--- config.mk ---
export PLATFORM = sky130hd
export DESIGN_NAME = alu_seq
export DESIGN_NICKNAME = d
export VERILOG_FILES = /design/src/rtl/alu_seq.sv
export SDC_FILE = /design/constraint.sdc
export NUM_CORES = 1
export LEC_CHECK = 0
export BUFFER_PORTS_ARGS = -buffer_cell sky130_fd_sc_hd__buf_2
export CELL_PAD_IN_SITES_DETAIL_PLACEMENT = 0
export CELL_PAD_IN_SITES_GLOBAL_PLACEMENT = 1
export CORE_UTILIZATION = 41
export DETAILED_ROUTE_END_ITERATION = 10
export PLACE_DENSITY_LB_ADDON = 0.1
export REMOVE_ABC_BUFFERS = 1
export SKIP_LAST_GASP = 1
export SLEW_MARGIN = 15
export SYNTH_ARGS = -nofsm -noshare
export SYNTH_HDL_FRONTEND = slang
export SYNTH_SLANG_ARGS = --single-unit
--- constraint.sdc ---
create_clock -name clk -period 2.53 [get_ports clk]
set_clock_uncertainty 0.15 [all_clocks]
set_input_delay 0.506 -clock clk [delete_from_list [all_inputs] [get_ports clk]]
set_output_delay 0.506 -clock clk [all_outputs]
set_load 0.03 [all_outputs]
--- src/rtl/alu_seq.sv ---
`default_nettype none
// +----------------------------------------------------------------------------+
// | alu_seq : handshaked WIDTH-bit ALU with iterative unsigned MUL and DIV      |
// | rev 1.0 : initial release                                                   |
// +----------------------------------------------------------------------------+
module alu_seq #(
  parameter int WIDTH = 8
) (
  input  logic               clk,
  input  logic               rst_n,
  input  logic               in_valid,
  output logic               in_ready,
  input  logic [WIDTH-1:0]   Ain,
  input  logic [WIDTH-1:0]   Bin,
  input  logic [2:0]         mode,
  output logic               out_valid,
  output logic [2*WIDTH-1:0] result,
  output logic               carry,
  output logic               zero,
  output logic               div_by_zero
);

  localparam int               c_cw   = $clog2(WIDTH);
  localparam logic [c_cw-1:0]  c_last = c_cw'(WIDTH - 1);

  localparam logic [2:0] c_add = 3'd0;
  localparam logic [2:0] c_sub = 3'd1;
  localparam logic [2:0] c_and = 3'd2;
  localparam logic [2:0] c_or  = 3'd3;
  localparam logic [2:0] c_xor = 3'd4;
  localparam logic [2:0] c_mul = 3'd5;
  localparam logic [2:0] c_div = 3'd6;

  typedef enum logic [1:0] {
    ST_IDLE = 2'd0,
    ST_RUN  = 2'd1,
    ST_DONE = 2'd2
  } state_t;

  state_t            r_state, w_state_nxt;
  logic [c_cw-1:0]   r_cnt;
  logic [WIDTH-1:0]  r_hi, r_lo, r_b;
  logic              r_is_div;

  logic              w_accept, w_multi, w_load;
  logic [2*WIDTH-1:0] w_a, w_b, w_add, w_sub, w_single, w_res_nxt;
  logic              w_single_carry, w_carry_nxt, w_dbz_nxt;

  // iteration datapath: {r_hi, r_lo} is the product (MUL) or {remainder, quotient} (DIV)
  logic [WIDTH:0]    w_mul_sum, w_div_shift;
  logic              w_div_ge;
  logic [WIDTH-1:0]  w_step_hi, w_step_lo;

  assign in_ready  = (r_state != ST_RUN);
  assign out_valid = (r_state == ST_DONE);
  assign w_accept  = in_valid && in_ready;
  assign w_multi   = (mode == c_mul) || (mode == c_div);

  assign w_mul_sum   = {1'b0, r_hi} + (r_lo[0] ? {1'b0, r_b} : '0);
  assign w_div_shift = {r_hi, r_lo[WIDTH-1]};
  assign w_div_ge    = (w_div_shift >= {1'b0, r_b});

  always_comb begin
    w_step_hi = w_mul_sum[WIDTH:1];
    w_step_lo = {w_mul_sum[0], r_lo[WIDTH-1:1]};
    if (r_is_div) begin
      w_step_hi = w_div_ge ? WIDTH'(w_div_shift - {1'b0, r_b}) : w_div_shift[WIDTH-1:0];
      w_step_lo = {r_lo[WIDTH-2:0], w_div_ge};
    end
  end

  assign w_a   = {{WIDTH{1'b0}}, Ain};
  assign w_b   = {{WIDTH{1'b0}}, Bin};
  assign w_add = w_a + w_b;
  assign w_sub = w_a - w_b;

  always_comb begin
    w_single       = '0;
    w_single_carry = 1'b0;
    case (mode)
      c_add: begin w_single = w_add; w_single_carry = w_add[WIDTH]; end
      c_sub: begin w_single = w_sub; w_single_carry = (Ain < Bin);  end
      c_and: w_single = w_a & w_b;
      c_or:  w_single = w_a | w_b;
      c_xor: w_single = w_a ^ w_b;
      default: w_single = {{(2*WIDTH-3){1'b0}}, (Ain > Bin), (Ain == Bin), (Ain < Bin)};
    endcase
  end

  always_comb begin
    w_state_nxt = r_state;
    w_load      = 1'b0;
    w_res_nxt   = w_single;
    w_carry_nxt = w_single_carry;
    w_dbz_nxt   = 1'b0;
    case (r_state)
      ST_IDLE, ST_DONE: begin
        if (w_accept) begin
          w_state_nxt = w_multi ? ST_RUN : ST_DONE;
          w_load      = !w_multi;
        end else begin
          w_state_nxt = ST_IDLE;
        end
      end
      ST_RUN: begin
        if (r_cnt == c_last) begin
          w_state_nxt = ST_DONE;
          w_load      = 1'b1;
          w_res_nxt   = {w_step_hi, w_step_lo};
          w_carry_nxt = 1'b0;
          w_dbz_nxt   = r_is_div && (r_b == '0);
        end
      end
      default: w_state_nxt = ST_IDLE;
    endcase
  end

  always_ff @(posedge clk or negedge rst_n) begin
    if (!rst_n) r_state <= ST_IDLE;
    else        r_state <= w_state_nxt;
  end

  always_ff @(posedge clk or negedge rst_n) begin
    if (!rst_n) begin
      r_cnt    <= '0;
      r_hi     <= '0;
      r_lo     <= '0;
      r_b      <= '0;
      r_is_div <= 1'b0;
    end else if (w_accept && w_multi) begin
      r_cnt    <= '0;
      r_hi     <= '0;
      r_lo     <= Ain;
      r_b      <= Bin;
      r_is_div <= (mode == c_div);
    end else if (r_state == ST_RUN) begin
      r_cnt <= r_cnt + c_cw'(1);
      r_hi  <= w_step_hi;
      r_lo  <= w_step_lo;
    end
  end

  always_ff @(posedge clk or negedge rst_n) begin
    if (!rst_n) begin
      result      <= '0;
      carry       <= 1'b0;
      zero        <= 1'b0;
      div_by_zero <= 1'b0;
    end else if (w_load) begin
      result      <= w_res_nxt;
      carry       <= w_carry_nxt;
      zero        <= (w_res_nxt == '0);
      div_by_zero <= w_dbz_nxt;
    end
  end

endmodule
`default_nettype wire

==> results.py, run 1 <==
metrics = {
    "status": {
        "status": "finished, violations left",
        "violations_in_the_final_reports": "setup timing",
    },
    "route": {
        "route.vias.total": 5026,
        "drt-wirelength-per-cell_microns": 18.5,
        "drt_iter0_drc": 285,
        "detail_route.drc_violations": 0,
        "avgViaCountPerCell": 5.54,
        "route.antenna.remaining_nets": 0,
        "firstDrtPassIters": 5,
        "detail_route.wirelength_microns": 16700,
    },
    "worst_setup_path": {
        "worstSetupStartpointType": "flop",
        "timing.critical_path.required_ns": 2.63,
        "crit_end": "zero",
        "r2r-end": "zero",
        "critical_path.max_fanout": 5,
        "crit_start": "r_lo[0]",
        "reg2reg_depth": 12,
        "r2r-start": "r_lo[0]",
        "crit_path_end_kind": "flop",
        "critical_path_class": "flop to flop",
        "cp_data_arrival_time_ns": 2.97,
        "ff2ff_setup_slack_ns": -0.34,
    },
    "power": {
        "static-leakage-power_uw": 0.00328,
        "peakVddDrop_v": 0.000794,
        "power_density_mw_per_mm2": 1000,
    },
    "cells_and_area": {
        "post_route_cells_drive_above_1_share": 0.433,
        "instances_no_fill": 907,
        "sequential_cell_area_sq_mm": 0.00123,
        "area_occupied_by_multi_input_gates_sq_mm": 0.00344,
        "n_fill_cell": 922,
        "synthToLayoutAreaGrowth_pct": 53.0,
        "antenna_cells": 0,
        "nets": 839,
    },
    "synth": {
        "synth_ff_type": "sky130_fd_sc_hd__dfrtp_1",
        "ys_top_cells_by_count": "59 x sky130_fd_sc_hd__o21ai_0, 54 x sky130_fd_sc_hd__nand2_1, 49 x sky130_fd_sc_hd__dfrtp_1",
        "synth.yosys.warnings": 0,
        "synth_seq_cells": 49,
        "post_synth_num_cell_types": 76,
        "synth.top_cells.by_area": "sky130_fd_sc_hd__dfrtp_1 28%, sky130_fd_sc_hd__ha_1 12%, sky130_fd_sc_hd__o21ai_0 6.6%",
        "post-synth-top-count-cell": "sky130_fd_sc_hd__o21ai_0",
        "postSynth.asyncResetShare": 1.00,
        "syn_inst": 557,
        "postSynthAreaPerCell_sq_um": 8.00,
        "synth.yosys.seq_area_share": 0.275,
        "number_of_synthesized_flops_with_an_enable_pin": 0,
        "synth.top_cell.area_share": 0.275,
        "netlist_area_sq_mm": 0.00446,
        "yosysTopAreaCell": "sky130_fd_sc_hd__dfrtp_1",
    },
    "die": {
        "initial_utilization": 0.428,
        "number_of_primary_i_o_pins": 43,
        "design.core.area_sq_mm": 0.0104,
        "die_height_microns": 106,
        "die_w_microns": 106,
        "rows": 37,
        "die_area_sq_mm": 0.0113,
    },
    "sta": {
        "finalWorstPathRequiredPeriod_ns": 2.87,
        "worst_slew_pin_slew_ns": 0.681,
        "fin_hold_ws_ns": 0.137,
        "final.setup.worst_slack_ns": -0.343,
        "setup-violations-final": 8,
        "max_slew_margin": 0.546,
        "final.setup.tns_ns": -1.14,
        "finalMaxSlewViolations": 0,
        "final-hold-violation-count": 0,
        "fmaxAchievable_ghz": 0.348,
        "layout_worst_path_cycle_share": 1.14,
        "setup_repair_after_global_routing_missed_its_margin": "yes",
    },
    "clock_tree": {
        "clock_tree.root_cell": "sky130_fd_sc_hd__clkbuf_8",
        "cts_max_level": 2,
        "clkTransAtPathRegs_ns": 0.11,
        "cts_tree": "built",
        "tritoncts_num_sinks": 49,
        "cts.hold.buffers_added": 0,
        "cts_made_buffers": 5,
        "clkLatencyLatePin_ns": 0.32,
        "cts.path.max_buffers": 2,
    },
    "placed_design": {
        "numPortBuffers": 42,
        "gp_routability_congestion": 0.971,
        "sum_of_net_half_perimeters_after_detailed_placement_microns": 12900,
        "dp_cells": 877,
    },
    "grt": {
        "grt_pass1_vias": 5038,
        "globalRouteOverflowTotal": 0,
        "pin_count_of_the_biggest_net_entering_global_routing": 50,
        "grt_first_pass_wirelength_microns": 25500,
        "track_usage": 0.293,
        "antenna_found_initial": 0,
    },
    "hold_path": {
        "timing.hold.worst.class": "input port to asynchronous set/reset pin",
    },
    "job": {
        "drv_cap": 0,
    },
}
[final cells by class]
| cell class | instances | share of cell area |
|---|---|---|
| Clock inverter | 3 | 0.00385 |
| Multi-Input combinational cell | 433 | 0.505 |
| Sequential cell | 49 | 0.180 |
| Clock buffer | 5 | 0.0101 |
| Tap cell | 136 | 0.0250 |
| Inverter | 48 | 0.0277 |
| Timing Repair Buffer | 233 | 0.248 |
[registers in the layout (all words and copies together) (netlist names)]
register	cells
result	16
r_b	8
r_hi	8
r_lo	8
r_cnt	3
r_state	2
carry	1
div_by_zero	1
r_is_div	1
zero	1
[repair_timing]
| item | CTS | global route |
|---|---|---|
| cloned | 0 | 0 |
| setup endpoints to repair | 19 | 24 |
| setup buffers | 13 | 16 |
| pin swaps | 10 | 44 |
| resized for setup | 45 | 70 |
[logic make-up (layout without fill, tap and decap cells)]
| family | Yosys count | count (layout) | synth area share |
|---|---|---|---|
| compound gates | 180 | 180 | 0.266 |
| xor+xnor | 8 | 8 | 0.0157 |
| simple gates | 181 | 181 | 0.195 |
| buf+inv | 75 | 289 | 0.0660 |
| fa+ha+maj | 47 | 47 | 0.139 |
| mux | 17 | 17 | 0.0430 |
| flops | 49 | 49 | 0.275 |
[routing by layer]
layer  vias up  routed length (microns)  global-route usage
li1       2432                        -                   -
met1      2403                     6960               0.353
met2       153                     8640               0.533
met3        38                      538              0.0245
met4         0                      603               0.124
met5         -                        0                   0
[critical path: stages (launching register included)]
cell	delay, ns
sky130_fd_sc_hd__dfrtp_2	0.46
sky130_fd_sc_hd__buf_4	0.15
sky130_fd_sc_hd__buf_4	0.13
sky130_fd_sc_hd__and2_1	0.16
sky130_fd_sc_hd__ha_4	0.19
sky130_fd_sc_hd__nor3_1	0.19
sky130_fd_sc_hd__o21ai_0	0.15
sky130_fd_sc_hd__a31oi_1	0.28
sky130_fd_sc_hd__xor2_1	0.17
sky130_fd_sc_hd__a22o_1	0.21
sky130_fd_sc_hd__a31oi_2	0.12
sky130_fd_sc_hd__a2111o_1	0.33
sky130_fd_sc_hd__o21ai_2	0.14
[metrics by stage]
stage	power (uW)	area [sq um]	utilization	setup slack (ns)
finish	6830	6820	0.655	-0.343
global route	7230	6820	0.655	-0.458
CTS	6160	6400	0.614	-0.310
detailed placement	5210	6000	0.576	-0.775
global placement	5140	6000	0.576	-0.673
floorplan	3280	4340	-	-0.231
[report_power, final]
part | switching [uW] | total [uW] | internal (uW)
registers | 216 | 1260 | 1040
clock network | 318 | 520 | 202
logic | 2530 | 5060 | 2520
[worst min path at each step]
stage                     end  slack, ns  cells past startpoint
floorplan               carry       0.06                      0
global placement    result[0]       0.31                      2
detailed placement  result[5]       0.32                      2
CTS                   r_hi[1]       0.16                      2
global route          r_hi[1]       0.20                      2
finish                r_hi[1]       0.14                      2
[cell usage in the layout, fill, tap and decap left out, types with 4 or more instances in the layout]
cell type | netlist | routed
sky130_fd_sc_hd__buf_4 | 1 | 185
sky130_fd_sc_hd__nand2_1 | 54 | 54
sky130_fd_sc_hd__o21ai_0 | 59 | 47
sky130_fd_sc_hd__dfrtp_1 | 49 | 46
sky130_fd_sc_hd__buf_2 | 7 | 40
sky130_fd_sc_hd__inv_1 | 45 | 39
sky130_fd_sc_hd__nor2_1 | 37 | 36
sky130_fd_sc_hd__ha_1 | 43 | 31
sky130_fd_sc_hd__a21oi_1 | 32 | 24
sky130_fd_sc_hd__nand3_1 | 26 | 24
sky130_fd_sc_hd__nor3_1 | 15 | 13
sky130_fd_sc_hd__o21ai_1 | 2 | 12
sky130_fd_sc_hd__ha_4 | 0 | 12
sky130_fd_sc_hd__and2_1 | 10 | 9
sky130_fd_sc_hd__mux2i_1 | 9 | 8
sky130_fd_sc_hd__a31oi_1 | 10 | 8
sky130_fd_sc_hd__nor4_1 | 7 | 7
sky130_fd_sc_hd__nor2b_1 | 7 | 6
sky130_fd_sc_hd__o211ai_1 | 6 | 6
sky130_fd_sc_hd__a21o_1 | 6 | 6
sky130_fd_sc_hd__buf_6 | 0 | 6
sky130_fd_sc_hd__inv_2 | 1 | 5
sky130_fd_sc_hd__a21oi_4 | 0 | 5
sky130_fd_sc_hd__xnor2_1 | 6 | 5
sky130_fd_sc_hd__o21a_1 | 5 | 5
sky130_fd_sc_hd__mux2_2 | 6 | 5
sky130_fd_sc_hd__a211oi_1 | 9 | 5
sky130_fd_sc_hd__clkbuf_8 | 0 | 5
sky130_fd_sc_hd__a211o_1 | 4 | 4
sky130_fd_sc_hd__a21oi_2 | 1 | 4
sky130_fd_sc_hd__o21ai_2 | 2 | 4
sky130_fd_sc_hd__fa_2 | 0 | 4
Note: power is estimated with default switching activity, not from simulation.
==> run 2: changes to the inputs <==
- ABC_AREA: default -> 1
- CAP_MARGIN: default -> 30
- CORE_UTILIZATION: 41 -> 40
==> run 2 against run 1 <==
Compared with the run above: the flow now finishes without violations; combinational power down 34%; die area up 4.1%; clock-buffer cell count up 1; power down 23%; sequential cell count unchanged; clock power up 29%; via count down 4.0%; sequential power about the same; worst setup slack better by 0.44 ns; critical endpoint unchanged.
==> results.py, run 2 <==
metrics = {
    "worst_setup_path": {
        "crit_path_end_kind": "flop",
        "worstSetupStartpointType": "flop",
        "critical_path_class": "flop to flop",
        "r2r-start": "r_hi[0]",
        "timing.critical_path.required_ns": 2.62,
        "critical_path.max_fanout": 7,
        "ff2ff_setup_slack_ns": 0.1,
        "crit_start": "r_hi[0]",
        "cp_data_arrival_time_ns": 2.52,
    },
    "synth": {
        "synth_ff_type": "sky130_fd_sc_hd__dfrtp_1",
        "postSynth.asyncResetShare": 1.00,
        "synthAdderAreaFrac": 0.137,
        "number_of_synthesized_flops_with_an_enable_pin": 0,
        "largest_family_of_logic_cells_by_synthesized_area": "simple AND/OR/NAND/NOR gates",
        "netlist_area_sq_mm": 0.00453,
        "syn_inst": 655,
        "synth.top_cell.area_share": 0.271,
        "ys_top_cells_by_count": "175 x sky130_fd_sc_hd__nand2_1, 90 x sky130_fd_sc_hd__inv_1, 65 x sky130_fd_sc_hd__nand3_1",
        "synth_xor_xnor_area_share": 0.00580,
        "synth_seq_cells": 49,
        "post_synth_num_cell_types": 42,
        "postSynthAreaPerCell_sq_um": 6.91,
        "synth.yosys.seq_area_share": 0.271,
        "yosysTopAreaCell": "sky130_fd_sc_hd__dfrtp_1",
        "synth.top_cells.by_area": "sky130_fd_sc_hd__dfrtp_1 27%, sky130_fd_sc_hd__nand2_1 15%, sky130_fd_sc_hd__ha_1 12%",
        "post-synth-top-count-cell": "sky130_fd_sc_hd__nand2_1",
        "post_synth_mux_area_share": 0,
        "synth-compound-area-share": 0.128,
        "synthSimpleGateAreaFrac": 0.345,
        "synth.yosys.warnings": 0,
    },
    "power": {
        "power_density_mw_per_mm2": 867,
        "peakVddDrop_v": 0.000570,
        "static-leakage-power_uw": 0.00323,
        "total_power_uw": 5240,
    },
    "route": {
        "route.vias.total": 4824,
        "drt-wirelength-per-cell_microns": 15.9,
        "detail_route.wirelength_microns": 14800,
        "drt_iter0_drc": 447,
        "detail_route.drc_violations": 0,
        "firstDrtPassIters": 5,
        "avgViaCountPerCell": 5.19,
        "route.antenna.remaining_nets": 0,
    },
    "placed_design": {
        "numPortBuffers": 42,
        "dpl_cell_area_sq_mm": 0.00552,
        "sum_of_net_half_perimeters_after_detailed_placement_microns": 12000,
        "gp_routability_congestion": 0.909,
        "dp_cells": 910,
    },
    "grt": {
        "grt_pass1_vias": 4580,
        "globalRouteOverflowTotal": 0,
        "pin_count_of_the_biggest_net_entering_global_routing": 27,
        "grt_first_pass_wirelength_microns": 23400,
        "track_usage": 0.261,
        "antenna_found_initial": 0,
    },
    "cells_and_area": {
        "n_fill_cell": 1095,
        "final_design_area_no_fill_sq_mm": 0.00604,
        "sequential_cell_area_sq_mm": 0.00123,
        "area_occupied_by_multi_input_gates_sq_mm": 0.00308,
        "mostFrequentLayoutCells": "157 x sky130_fd_sc_hd__nand2_1, 101 x sky130_fd_sc_hd__buf_4, 79 x sky130_fd_sc_hd__inv_1, 55 x sky130_fd_sc_hd__nand3_1, 45 x sky130_fd_sc_hd__dfrtp_1",
        "instances_no_fill": 929,
        "largest_register_ff_count": 16,
        "post_route_cells_drive_above_1_share": 0.324,
        "synthToLayoutAreaGrowth_pct": 33.5,
        "registers.top_by_ff_count": "result",
        "nets": 857,
        "antenna_cells": 0,
        "mostFrequentLayoutCell": "sky130_fd_sc_hd__nand2_1",
    },
    "die": {
        "die_height_microns": 108,
        "die_w_microns": 108,
        "number_of_primary_i_o_pins": 43,
        "design.core.area_sq_mm": 0.0109,
        "rows": 38,
        "die_area_sq_mm": 0.0117,
        "initial_utilization": 0.414,
    },
    "clock_tree": {
        "clkTransAtPathRegs_ns": 0.07,
        "cts_made_buffers": 5,
        "clock_tree.root_cell": "sky130_fd_sc_hd__clkbuf_16",
        "cts.hold.buffers_added": 0,
        "tritoncts_num_sinks": 49,
        "clkLatencyLatePin_ns": 0.29,
        "cts_tree": "built",
        "cts_max_level": 2,
        "cts.path.max_buffers": 2,
    },
    "hold_path": {
        "timing.hold.worst.class": "input port to asynchronous set/reset pin",
    },
    "sta": {
        "final-hold-violation-count": 0,
        "worst_slew_pin_slew_ns": 0.600,
        "setup-violations-final": 0,
        "max_slew_margin": 0.600,
        "finalMaxSlewViolations": 0,
        "fmaxAchievable_ghz": 0.411,
        "finalWorstPathRequiredPeriod_ns": 2.43,
        "layout_worst_path_cycle_share": 0.961,
    },
    "job": {
        "drv_cap": 0,
    },
    "status": {
        "status": "complete, no violations",
    },
}
run 2: what timing repair did:
item                                    4_1_cts  5_1_grt
gates resized for setup                       7       70
buffers inserted                              2       10
endpoints found under the setup margin        2        7
endpoints found under the hold margin         0        0
pin swaps                                     2       36
run 2: cell type report:
type,instances,area share
inverters,104,0.0658
flip-flops and latches,49,0.204
multi-input cells,482,0.509
clock inverters,2,0.00248
repair buffers,146,0.169
clock buffers,6,0.0213
well taps,140,0.0290
run 2: final timing paths:
| kind | to | cells after the start |
|---|---|---|
| setup / recovery | zero | 16 |
| hold / removal | result[11] | 1 |
| setup reg to reg | zero | 16 |
| hold reg to reg | result[0] | 2 |
| max in group asynchronous | r_lo[3] | 2 |
| min in group clk | result[0] | 2 |
run 2: routing by layer:
metal | part of all wire | vias up | track usage | wire length [microns]
met5 | 0 | - | 0 | 0
li1 | - | 2408 | - | -
met2 | 0.45 | 145 | 0.404 | 6670
met3 | 0.055 | 11 | 0.0476 | 811
met4 | 0.0082 | 0 | 0.0386 | 121
met1 | 0.49 | 2260 | 0.383 | 7190
run 2: cell families (layout without fill, tap and decap cells):
logic type / count (synthesis) / in the layout
xor+xnor: 3 / 3
simple gates: 335 / 335
fa+ha+maj: 47 / 47
buf+inv: 124 / 258
compound gates: 97 / 97
flops: 49 / 49
run 2: metrics by stage:
step / util / setup TNS (ns) / hold WS (ns) / worst slack, ns
2_1_floorplan: - / 0 / 0.0604 / 0.183
3_3_place_gp: 0.505 / -0.107 / 0.314 / -0.107
3_5_place_dp: 0.505 / -0.186 / 0.324 / -0.161
4_1_cts: 0.521 / 0 / 0.0763 / 0.00632
5_1_grt: 0.553 / -0.0390 / 0.112 / -0.0345
6_report: 0.553 / 0 / 0.0589 / 0.0993
run 2: where the power goes:
group	internal, uW	switching (uW)	total (uW)
sequential	1050	199	1250
clock	367	302	669
combinational	1300	2020	3320
run 2: worst max-delay path, stage by stage (launching register included):
cell	delay (ns)
sky130_fd_sc_hd__dfrtp_2	0.48
sky130_fd_sc_hd__ha_4	0.25
sky130_fd_sc_hd__nand2_4	0.07
sky130_fd_sc_hd__nor2_1	0.04
sky130_fd_sc_hd__nand2_1	0.11
sky130_fd_sc_hd__nor2_2	0.07
sky130_fd_sc_hd__nor2_4	0.27
sky130_fd_sc_hd__nand2_8	0.11
sky130_fd_sc_hd__inv_4	0.07
sky130_fd_sc_hd__nor2_4	0.05
sky130_fd_sc_hd__nand2_1	0.06
sky130_fd_sc_hd__nand3b_1	0.15
sky130_fd_sc_hd__nand2_2	0.14
sky130_fd_sc_hd__nand2_1	0.06
sky130_fd_sc_hd__nor2_1	0.13
sky130_fd_sc_hd__nand4_1	0.09
sky130_fd_sc_hd__nand2_1	0.07
==> run 3: changes to the inputs <==
- CTS_BUF_LIST: default -> sky130_fd_sc_hd__clkbuf_16
==> run 3 against run 2 <==
Compared with the run above: die area stayed put; via count is 0.15% higher; critical path depth stayed put; global-route usage stayed put; sequential share of layout area stayed put; final cell count stayed put; largest cell class unchanged.
==> results.py, run 3 (synthesis gave the netlist of run 2 again) <==
metrics = {
    "status": {
        "status": "complete, no violations",
    },
    "cells_and_area": {
        "instances_no_fill": 929,
        "largest_register_ff_count": 16,
        "mostFrequentLayoutCells": "157 x sky130_fd_sc_hd__nand2_1, 101 x sky130_fd_sc_hd__buf_4, 80 x sky130_fd_sc_hd__inv_1, 55 x sky130_fd_sc_hd__nand3_1, 45 x sky130_fd_sc_hd__dfrtp_1",
        "sequential_cell_area_sq_mm": 0.00123,
        "registers.top_by_ff_count": "result",
        "post_route_cells_drive_above_1_share": 0.324,
        "nets": 857,
        "synthToLayoutAreaGrowth_pct": 33.5,
        "n_fill_cell": 1095,
        "antenna_cells": 0,
        "area_occupied_by_multi_input_gates_sq_mm": 0.00308,
        "mostFrequentLayoutCell": "sky130_fd_sc_hd__nand2_1",
    },
    "placed_design": {
        "numPortBuffers": 42,
        "gp_routability_congestion": 0.909,
        "dp_worst_setup_slack_ns": -0.161,
        "sum_of_net_half_perimeters_after_detailed_placement_microns": 12000,
        "dp_cells": 910,
    },
    "sta": {
        "layout_worst_path_cycle_share": 0.968,
        "fmaxAchievable_ghz": 0.408,
        "finalMaxSlewViolations": 0,
        "finalWorstPathRequiredPeriod_ns": 2.45,
        "final.setup.worst_slack_ns": 0.0801,
        "worst_slew_pin_slew_ns": 0.603,
        "max_slew_margin": 0.598,
        "final-hold-violation-count": 0,
        "setup-violations-final": 0,
        "final.setup.tns_ns": 0,
        "fin_hold_ws_ns": 0.0595,
    },
    "clock_tree": {
        "cts_tree": "built",
        "clkTransAtPathRegs_ns": 0.07,
        "tritoncts_num_sinks": 49,
        "cts_made_buffers": 5,
        "cts.path.max_buffers": 2,
        "cts_max_level": 2,
        "cts.hold.buffers_added": 0,
        "clock_tree.root_cell": "sky130_fd_sc_hd__clkbuf_16",
        "clkLatencyLatePin_ns": 0.30,
    },
    "route": {
        "detail_route.wirelength_microns": 14800,
        "drt-wirelength-per-cell_microns": 15.9,
        "detail_route.drc_violations": 0,
        "avgViaCountPerCell": 5.20,
        "firstDrtPassIters": 5,
        "drt_iter0_drc": 447,
        "route.antenna.remaining_nets": 0,
        "route.vias.total": 4831,
    },
    "die": {
        "initial_utilization": 0.414,
        "design.core.area_sq_mm": 0.0109,
        "number_of_primary_i_o_pins": 43,
        "die_area_sq_mm": 0.0117,
        "die_w_microns": 108,
        "rows": 38,
        "die_height_microns": 108,
    },
    "worst_setup_path": {
        "critical_path_class": "flop to flop",
        "reg2reg_depth": 16,
        "critical_path.max_fanout": 8,
        "crit_path_end_kind": "flop",
        "timing.critical_path.required_ns": 2.62,
        "cp_data_arrival_time_ns": 2.54,
        "worstSetupStartpointType": "flop",
    },
    "grt": {
        "grt_first_pass_wirelength_microns": 23400,
        "track_usage": 0.261,
        "pin_count_of_the_biggest_net_entering_global_routing": 27,
        "globalRouteOverflowTotal": 0,
        "antenna_found_initial": 0,
        "grt_pass1_vias": 4580,
    },
    "power": {
        "power_density_mw_per_mm2": 866,
        "peakVddDrop_v": 0.000573,
        "p_seq_frac": 0.239,
        "static-leakage-power_uw": 0.00323,
        "p_clk_frac": 0.127,
        "power.switching_uw": 2520,
        "combinational_cell_fraction_of_total_power": 0.634,
        "netSwitchingFraction": 0.481,
        "internal_power_uw": 2720,
    },
    "job": {
        "drv_cap": 0,
    },
    "hold_path": {
        "timing.hold.worst.class": "input port to asynchronous set/reset pin",
    },
}
[run 3: changes by cell type in the layout (fill, tap and decap cells not counted), sizes merged]
cell    previous run  this run
inv              103       104
clkbuf             6         5
[run 3: metal layers]
metal  GRT usage  share of wire
met1       0.383           0.48
met2       0.404           0.45
met3      0.0476          0.062
met4      0.0386         0.0082
met5           0              0
[run 3: area by class of cell]
type / instances / area share
Inverter: 104 / 0.0658
Multi-Input combinational cell: 482 / 0.509
Sequential cell: 49 / 0.204
Timing Repair Buffer: 146 / 0.169
Tap cell: 140 / 0.0290
Clock inverter: 3 / 0.00310
Clock buffer: 5 / 0.0207
[run 3: through the flow]
| step | instance area [sq um] | utilization | total power (uW) |
|---|---|---|---|
| finish | 6040 | 0.553 | 5240 |
| global route | 6040 | 0.553 | 5640 |
| CTS | 5690 | 0.521 | 4780 |
| detailed placement | 5520 | 0.505 | 4090 |
| global placement | 5520 | 0.505 | 4060 |
| floorplan | 4410 | - | 3040 |
[run 3: power groups by stage]
stage | Sequential (uW) | Combinational (uW) | Clock [uW]
after floorplan | 1410 | 1640 | 0
after global placement | 1230 | 2830 | 0
after detailed placement | 1240 | 2850 | 0
after CTS | 1230 | 2870 | 681
after global routing | 1280 | 3650 | 711
final | 1250 | 3320 | 664
[run 3: path summary, 6_finish.rpt]
check | startpoint | end | slack, ns
worst min-delay path | rst_n | result[11] | 0.06
worst max-delay path | r_lo[0] | zero | 0.08
worst max register to register | r_lo[0] | zero | 0.08
min in group clk | result[0] | result[0] | 0.33
worst min register to register | result[0] | result[0] | 0.33
max in group asynchronous | rst_n | r_lo[3] | 1.62
[run 3: repair_timing]
action | in CTS | in global routing
endpoints found under the hold margin | 0 | 0
pin swaps | 2 | 36
gates resized for setup | 7 | 70
buffers inserted | 2 | 10
setup endpoints to repair | 2 | 7
[run 3: worst max-delay path, cell delays in order, from the launching register on]
cell	delay (ns)
sky130_fd_sc_hd__dfrtp_1	0.38
sky130_fd_sc_hd__buf_4	0.17
sky130_fd_sc_hd__nand2_1	0.06
sky130_fd_sc_hd__inv_1	0.04
sky130_fd_sc_hd__ha_2	0.38
sky130_fd_sc_hd__nand3_1	0.10
sky130_fd_sc_hd__nand3_1	0.16
sky130_fd_sc_hd__a21oi_1	0.08
sky130_fd_sc_hd__o21ai_1	0.12
sky130_fd_sc_hd__nand3_2	0.14
sky130_fd_sc_hd__nand2_2	0.11
sky130_fd_sc_hd__nand2_2	0.07
sky130_fd_sc_hd__nor2_2	0.10
sky130_fd_sc_hd__nand2_1	0.05
sky130_fd_sc_hd__nor2_1	0.10
sky130_fd_sc_hd__nand4_1	0.10
sky130_fd_sc_hd__nand2_1	0.07
